==> src/rtl/smg_scan_ctrl_module_if.sv <==
// Signal bundle between the number/BCD source, the scan controller and the segment encoder.
// The controller sits on the slave side; the source/encoder side uses master.
interface smg_scan_ctrl_module_if #(
  parameter int DIGITS = 6
);
  logic                  enable;
  logic                  lz_blank;
  logic [4*DIGITS-1:0]   number_sig;
  logic [DIGITS-1:0]     dp_sig;
  logic [3:0]            number_data;
  logic [DIGITS-1:0]     dig_sel;
  logic                  dp_out;
  logic                  blank;
  logic                  frame_done;

  modport master (
    output enable, lz_blank, number_sig, dp_sig,
    input  number_data, dig_sel, dp_out, blank, frame_done
  );

  modport slave (
    input  enable, lz_blank, number_sig, dp_sig,
    output number_data, dig_sel, dp_out, blank, frame_done
  );
endinterface

==> src/rtl/smg_scan_ctrl_module.sv <==
// Time-multiplexed seven-segment scan controller: per-frame input snapshot, blank guard
// at the start of each slot, optional leading-zero suppression and an end-of-frame pulse.
module smg_scan_ctrl_module #(
  parameter int DIGITS       = 6,
  parameter int CLK_DIV      = 49999,
  parameter int BLANK_CYCLES = 500
) (
  input logic                   clk,
  input logic                   rst,
  smg_scan_ctrl_module_if.slave bus
);

  localparam int CW = (CLK_DIV > 0) ? $clog2(CLK_DIV + 1) : 1;
  localparam int IW = (DIGITS > 1) ? $clog2(DIGITS) : 1;
  localparam logic [CW-1:0] CNT_MAX  = CW'(CLK_DIV);
  localparam logic [IW-1:0] IDX_LAST = IW'(DIGITS - 1);

  logic [CW-1:0]       cnt;
  logic [IW-1:0]       idx;
  logic [4*DIGITS-1:0] snap;
  logic [DIGITS-1:0]   dp_snap;

  logic              tick;
  logic              load;
  logic              in_guard;
  logic [DIGITS-1:0] supp;
  logic              cur_supp;
  logic [3:0]        cur_nib;
  logic              cur_dp;
  logic [DIGITS-1:0] cur_sel;
  logic              blank_int;

  assign tick = bus.enable && (cnt == CNT_MAX);
  assign load = bus.enable && (idx == '0) && (cnt == '0);

  generate
    if (BLANK_CYCLES == 0) begin : g_no_guard
      assign in_guard = 1'b0;
    end else begin : g_guard
      localparam logic [CW-1:0] GUARD_END = CW'(BLANK_CYCLES);
      assign in_guard = (cnt < GUARD_END);
    end
  endgenerate

  always_ff @(posedge clk or posedge rst) begin
    if (rst) begin
      cnt <= '0;
      idx <= '0;
    end else if (!bus.enable) begin
      cnt <= '0;
      idx <= '0;
    end else begin
      cnt <= (cnt == CNT_MAX) ? '0 : cnt + CW'(1);
      if (tick) begin
        idx <= (idx == IDX_LAST) ? '0 : idx + IW'(1);
      end
    end
  end

  // The snapshot is taken only at a frame start so the display never tears mid-frame.
  always_ff @(posedge clk or posedge rst) begin
    if (rst) begin
      snap    <= '0;
      dp_snap <= '0;
    end else if (load) begin
      snap    <= bus.number_sig;
      dp_snap <= bus.dp_sig;
    end
  end

  // A zero run from the MS digit stays suppressible until a non-zero nibble or a set
  // decimal point breaks it; the LS digit always shows so a value of zero reads "0".
  always_comb begin : lz_scan
    logic run;
    run  = bus.lz_blank;
    supp = '0;
    for (int k = 0; k < DIGITS; k++) begin
      run     = run & (snap[4*(DIGITS-1-k) +: 4] == 4'h0) & ~dp_snap[DIGITS-1-k];
      supp[k] = run & (k != DIGITS - 1);
    end
  end

  always_comb begin
    cur_nib  = '0;
    cur_dp   = 1'b0;
    cur_supp = 1'b0;
    cur_sel  = '0;
    for (int k = 0; k < DIGITS; k++) begin
      if (idx == IW'(k)) begin
        cur_nib               = snap[4*(DIGITS-1-k) +: 4];
        cur_dp                = dp_snap[DIGITS-1-k];
        cur_supp              = supp[k];
        cur_sel[DIGITS-1-k]   = 1'b1;
      end
    end
  end

  assign blank_int = ~bus.enable | in_guard | cur_supp;

  always_ff @(posedge clk or posedge rst) begin
    if (rst) begin
      bus.number_data <= '0;
      bus.dig_sel     <= '0;
      bus.dp_out      <= 1'b0;
      bus.blank       <= 1'b1;
      bus.frame_done  <= 1'b0;
    end else begin
      bus.blank       <= blank_int;
      bus.dig_sel     <= blank_int ? '0 : cur_sel;
      bus.number_data <= blank_int ? 4'h0 : cur_nib;
      bus.dp_out      <= ~blank_int & cur_dp;
      bus.frame_done  <= tick && (idx == IDX_LAST);
    end
  end

endmodule

==> src/flat_wrapper.sv <==
// flat-port wrapper written by rule: the top's interface ports become plain ports
module smg_scan_ctrl_module_flat 
#(
  parameter int DIGITS       = 6,
  parameter int CLK_DIV      = 49999,
  parameter int BLANK_CYCLES = 500
)
  (clk, rst, bus_enable, bus_lz_blank, bus_number_sig, bus_dp_sig, bus_number_data, bus_dig_sel, bus_dp_out, bus_blank, bus_frame_done);
  smg_scan_ctrl_module_if #(.DIGITS(DIGITS)) bus_i ();
  input logic clk;
  input logic rst;
  input wire logic [$bits(bus_i.enable)-1:0] bus_enable;
  input wire logic [$bits(bus_i.lz_blank)-1:0] bus_lz_blank;
  input wire logic [$bits(bus_i.number_sig)-1:0] bus_number_sig;
  input wire logic [$bits(bus_i.dp_sig)-1:0] bus_dp_sig;
  output wire logic [$bits(bus_i.number_data)-1:0] bus_number_data;
  output wire logic [$bits(bus_i.dig_sel)-1:0] bus_dig_sel;
  output wire logic [$bits(bus_i.dp_out)-1:0] bus_dp_out;
  output wire logic [$bits(bus_i.blank)-1:0] bus_blank;
  output wire logic [$bits(bus_i.frame_done)-1:0] bus_frame_done;
  assign bus_i.enable = bus_enable;
  assign bus_i.lz_blank = bus_lz_blank;
  assign bus_i.number_sig = bus_number_sig;
  assign bus_i.dp_sig = bus_dp_sig;
  assign bus_number_data = bus_i.number_data;
  assign bus_dig_sel = bus_i.dig_sel;
  assign bus_dp_out = bus_i.dp_out;
  assign bus_blank = bus_i.blank;
  assign bus_frame_done = bus_i.frame_done;
  smg_scan_ctrl_module #(.DIGITS(DIGITS), .CLK_DIV(CLK_DIV), .BLANK_CYCLES(BLANK_CYCLES)) u_core (.clk(clk), .rst(rst), .bus(bus_i));
endmodule
==> config.mk <==
export PLATFORM = sky130hd
export DESIGN_NAME = smg_scan_ctrl_module_flat
export DESIGN_NICKNAME = d
export VERILOG_FILES = /design/src/rtl/smg_scan_ctrl_module_if.sv /design/src/rtl/smg_scan_ctrl_module.sv /design/src/flat_wrapper.sv
export SDC_FILE = /design/constraint.sdc
export NUM_CORES = 1
export LEC_CHECK = 0
export ABC_AREA = 1
export BUFFER_PORTS_ARGS = -buffer_cell sky130_fd_sc_hd__clkbuf_2
export CELL_PAD_IN_SITES_DETAIL_PLACEMENT = 0
export CELL_PAD_IN_SITES_GLOBAL_PLACEMENT = 2
export CORE_ASPECT_RATIO = 0.9
export CORE_MARGIN = 3
export CORE_UTILIZATION = 34
export CTS_CLUSTER_SIZE = 14
export DETAILED_ROUTE_END_ITERATION = 8
export PLACE_DENSITY_LB_ADDON = 0.25
export SLEW_MARGIN = 20
export SYNTH_ARGS = -nofsm -noshare
export SYNTH_HDL_FRONTEND = slang
export SYNTH_SLANG_ARGS = --single-unit
==> constraint.sdc <==
create_clock -name clk -period 2.15 [get_ports clk]
set_input_delay 0.1075 -clock clk [delete_from_list [all_inputs] [get_ports clk]]
set_output_delay 0.1075 -clock clk [all_outputs]
set_load 0.02 [all_outputs]
* Word-level counts from Yosys, hierarchy flattened
Cells that the tools add are included.
** Storage, ports and cells
- Register bits :: 62
- Bits of input ports :: 34
- Output and inout bits :: 13
- Logic and storage cells :: 81
** Cells by class
- Add/sub/neg operators :: 2
- Order comparisons :: 1
- Equal/unequal tests :: 7
- Muxes and demuxes :: 31
- Bitwise operators :: 20
- Reduce and logical (&&, ||, !) cells :: 11
** Operators with widths (count)
- $mux W16 :: 2
- $mux W4 :: 7
- $logic_not A4 Y1 :: 5
- $mux W1 :: 18
- $add A16 B1 Y16 const B :: 1
- $eq A16 B16 Y1 const B :: 1
- $logic_not A16 Y1 :: 1
- $lt A16 B9 Y1 const B :: 1
- $and A1 B1 Y1 :: 11
- $mux W3 :: 3
- $not A1 Y1 :: 7
- $eq A3 B2 Y1 const B :: 2
- $eq A3 B3 Y1 const B :: 2
- $mux W6 :: 1
- $logic_and A1 B1 Y1 :: 4
- $add A3 B1 Y3 const B :: 1
- $eq A3 B1 Y1 const B :: 1
- $logic_not A3 Y1 :: 1
- $ne A2 B1 Y1 const B :: 1
- $or A1 B1 Y1 :: 2

* Longest topological paths before layout
- Depth after elaboration :: 16
- Mapped depth :: 12
- Depth with buffers taken out :: 11

* Least setup slack after synthesis
Ideal clock, no wire load.
- Kind :: reg-to-reg
- From :: reg u_core.idx[0]
- To :: reg u_core.bus.dp_out
- Library setup time :: 0.125 ns
- Arrival :: 1.518 ns
- Data required time :: 2.025 ns
- Path slack :: 0.507 ns
- Cell stages (with the launch flop) :: 11
- Buffers on the path :: 2
- Period minus slack after synthesis :: 1.643 ns
- Cell sequence :: dfrtp_1 buf_4 nand2_1 inv_1 ha_1 clkbuf_1 inv_1 nand3_1 nand3_1 nand2_4 a21oi_1
** On the way
- Cells in the longest elaborated chain, start to end :: 10
- Elaborated cells between the ends (all ways) :: 21
- Those cells by class :: eq/ne (5); mux (12); bitwise (3); reduce/logical (1)
** RTL lines
- start: declaration :: RTL line smg_scan_ctrl_module.sv:19 : logic [IW-1:0] idx;
- start signal: assignment :: RTL line smg_scan_ctrl_module.sv:55 : idx <= (idx == IDX_LAST) ? '0 : idx + IW'(1);
- $logic_not A3 Y1 :: RTL line smg_scan_ctrl_module.sv:89 : if (idx == IW'(k)) begin
- $mux W1 (6 in a row) :: RTL line smg_scan_ctrl_module.sv:89
- $or A1 B1 Y1 :: RTL line smg_scan_ctrl_module.sv:98 : assign blank_int = ~bus.enable | in_guard | cur_supp;
- $not A1 Y1 :: RTL line smg_scan_ctrl_module.sv:111 : bus.dp_out <= ~blank_int & cur_dp;
- $and A1 B1 Y1 (*) :: RTL line smg_scan_ctrl_module.sv:111
- end signal: assignment :: RTL line smg_scan_ctrl_module.sv:111
- end: declaration :: RTL line smg_scan_ctrl_module_if.sv:23 : output number_data, dig_sel, dp_out, blank, frame_done
Mark *: on every way between the ends. The rest lies on a longest branch, timed or not.
A chain may end at the register's enable or synchronous reset.

* Final worst setup path
- From :: reg u_core.idx[0]
- To :: reg u_core.bus.dig_sel[5]
** On the way
- Cells in the longest elaborated chain, start to end :: 9
- Elaborated cells between the ends (all ways) :: 15
- Those cells by class :: eq/ne (5); mux (8); bitwise (1); reduce/logical (1)
** RTL lines
- $logic_not A3 Y1 :: RTL line smg_scan_ctrl_module.sv:89
- $mux W1 (6 in a row) :: RTL line smg_scan_ctrl_module.sv:89
- $or A1 B1 Y1 :: RTL line smg_scan_ctrl_module.sv:98
- $mux W6 (*) :: RTL line smg_scan_ctrl_module.sv:109 : bus.dig_sel <= blank_int ? '0 : cur_sel;
- end signal: assignment :: RTL line smg_scan_ctrl_module.sv:109
- end: declaration :: RTL line smg_scan_ctrl_module_if.sv:23
Marks and branches as above.

==> reports/results.tsv <==
stage	metric	value	unit
clock_network	# resized after CTS	0	
synthesis	Yosys top cell by area	dfrtp_1	
floorplan	total core area	9330	sq um
synthesis	synthesized cell area	3340	sq um
outcome	status	completed	
finish	post-route cell area	4210	sq um
place	DP Area	3690	sq um
power_and_ir_drop	Overall Power	3.11	mW
finish	final design utilization	45.1	%
sta	RSZ-0062 raised after global routing	no	
clock_network	clock tree from TritonCTS	built	
clock_network	clk slew on worst S/H paths	0.07	ns
sta	max-slew violations	0	
place	hpwl dp	5.60	mm
routing	drt total wl	7.59	mm
critical_path	critical path's slowest cell	dfrtp_1	
critical_path	Worst setup EP type	flip-flop	
sta	clock skew	0.00629	ns
clock_network	clock sinks	62	
routing	DR pass1 iterations	4	
finish	ant diodes	0	
sta	fin crit share	86.4	%
grt	vias in the first global route	2669	
finish	Non-Filler Instances	608	
finish	fill count	981	
synthesis	syn nets	434	
synthesis	Avg Cell Area, Syn	8.40	sq um
synthesis	#FFs+latches synth	62	
floorplan	die height	100	um
synthesis	unique cell type count in the Yosys netlist	38	
synthesis	Mapped Cells	397	
sta	fin worst setup slack	0.293	ns
sta	setup TNS	0	ns
clock_network	htree depth	3	
grt	initial antenna violation count	0	
clock_network	# hold bufs at CTS	30	
power_and_ir_drop	PD cells	737	nW/um^2
routing	post-route ant nets	0	
place	Placer Congestion	0.779	
synthesis	post-synthesis sequential area ratio	46.5	%
critical_path	Max FO, Critical Path	10	
routing	via/cell ratio	4.51	
floorplan	IO Count	47	
flow_run	total of max-cap violations	0	
sta	final setup violation count	0	
sta	Hold Fails Final Rpt	0	
sta	Slew @ Worst Pin	0.533	ns
sta	Slew HR	64.4	%
sta	Fmax	539	MHz
floorplan	initial core utilization	35.7	%
synthesis	Synth top area share	45.8	%
sta	fin crit period	1.86	ns
finish	Final nets	518	
clock_network	root buf cell	clkbuf_8	
floorplan	row count	33	
clock_network	Clock Latency Late Sink	0.35	ns
clock_network	Post-CTS Setup Bufs	0	
critical_path	CP Data Arrival Time	2.08	ns
routing	DRC viols	0	
floorplan	die area	11000	sq um
place	IO Port Bufs	46	
grt	total global routing overflow	0	
synthesis	top post-synthesis cells by area	dfrtp_1, nand2_1, o21ai_2, inv_1, nor2_1	
grt	largest net degree at the start of global routing	41	
finish	area added between synthesis and finish	26.3	%
power_and_ir_drop	maximum vdd drop	343	uV
place	pre-CTS setup slack	0.342	ns
critical_path	worst-path cell chain	nand2_1, inv_1, ha_1, inv_1, nand3_1, nand3_1, nand2_4, a21oi_1	
place	placed cells	562	
routing	routed wire length per instance	12.5	um
clock_network	CTS buffer count	9	
routing	Vias	2742	
critical_path	critical path launch point type	flip-flop	
floorplan	Die X	110	um
sta	worst hold slack	0.00363	ns
grt	first-pass GRT wire length	13.0	mm
grt	total track usage	14.6	%
clock_network	maximum buffer depth of the clock tree	2	
routing	1st-iter DRT viols	81	
finish	share of layout cells above drive strength 1	29.0	%
hold_path	Hold Path Class	input port to flip-flop	
synthesis	Syn. warnings	0	
critical_path	Critical Path Max Stage Delay	0.48	ns
power_and_ir_drop	leak pwr	2.07	nW
critical_path	Crit Path Class	flip-flop to flip-flop	
critical_path	Crit path required time	2.37	ns
cell type report:
cell class	count	area (sq um)	area share, %
Sequential cell	62	1550	36.9
Inverter	66	251	5.97
Multi-Input combinational cell	261	1450	34.5
Tap cell	122	153	3.62
Timing Repair Buffer	81	581	13.8
Clock buffer	9	124	2.94
Clock inverter	7	97.6	2.32
cells by family (layout without fill, tap and decap cells):
family | after synthesis | count (layout) | synth area share [%]
buffers and inverters | 74 | 163 | 9.90
XOR/XNOR | 2 | 2 | 0.525
adder cells (fa/ha/maj) | 3 | 3 | 1.13
AND/OR/NAND/NOR | 183 | 183 | 26.9
AO/OA/AOI/OAI | 73 | 73 | 15.0
flip-flops | 62 | 62 | 46.5
report_power, final:
part	leakage, nW	switching (mW)	internal (mW)
clock network	0.106	0.497	0.656
logic	1.16	0.288	0.234
registers	0.813	0.123	1.31
worst paths after layout:
kind / to / cells after the start / slack, ns / from
hold / removal: u_core.snap[0] / 3 / 0.004 / bus_number_sig[0]
min in group asynchronous: u_core.snap[11] / 3 / 0.34 / rst
setup / recovery: u_core.bus.dig_sel[5] / 8 / 0.29 / u_core.idx[0]
max in group asynchronous: u_core.bus.blank / 4 / 1.15 / rst
hold reg to reg: u_core.snap[3] / 2 / 0.48 / u_core.snap[3]
setup reg to reg: u_core.bus.dig_sel[5] / 8 / 0.29 / u_core.idx[0]
cells in the final DEF (no fill, tap or decap), types with 2 or more instances in the layout:
cell type / instances
ha_1: 3
clkinvlp_4: 2
nand3_2: 2
o21ai_2: 30
nand2_2: 13
a21oi_1: 21
nor3_1: 8
nor2_1: 42
nor2_4: 6
dlygate4sd3_1: 30
clkbuf_2: 46
or2_2: 5
clkbuf_8: 9
buf_4: 4
nand3_1: 20
inv_1: 57
nand2_4: 2
dfrtp_1: 61
nand2_1: 75
nand4_1: 5
o21ai_0: 14
inv_2: 6
bufinv_16: 2
xor2_1: 2
clkinv_2: 2
critical path: cells and delay by family, from the launching register on:
family                     cells  cell delay [ns]
AOI/OAI and AO/OA              1             0.11
DFF                            1             0.48
and+or+nand+nor                4             0.53
buffers and inverters          2             0.26
adders and majority gates      1             0.35
per-layer routing:
layer	track usage (%)	routed length (um)	vias to the layer above	share of wire [%]
li1	-	-	1440	-
met1	20.8	3910	1247	51
met2	21.8	3300	48	43
met3	4.58	306	7	4.0
met4	3.69	75	0	0.99
met5	0	0	-	0
Yosys cell counts, drive strengths merged:
library cell / number
nand4: 5
nor2: 49
clkinv: 2
inv: 64
o21bai: 1
o21ai: 45
nor4: 1
clkbuf: 1
o22ai: 1
a2111oi: 1
nand3: 23
nand2: 90
xor2: 2
nor3: 9
ha: 3
buf: 7
dfrtp: 61
dfstp: 1
a21oi: 22
a31oi: 1
o31ai: 1
a22oi: 1
or2: 6
sequential cells by signal (all words and copies together) (netlist names):
name                    cells
u_core.cnt                 16
u_core.bus.number_data      4
u_core.dp_snap              6
u_core.snap                24
u_core.bus.frame_done       1
u_core.bus.dig_sel          6
u_core.bus.blank            1
u_core.bus.dp_out           1
u_core.idx                  3
Power figures use the tool's default switching activity.
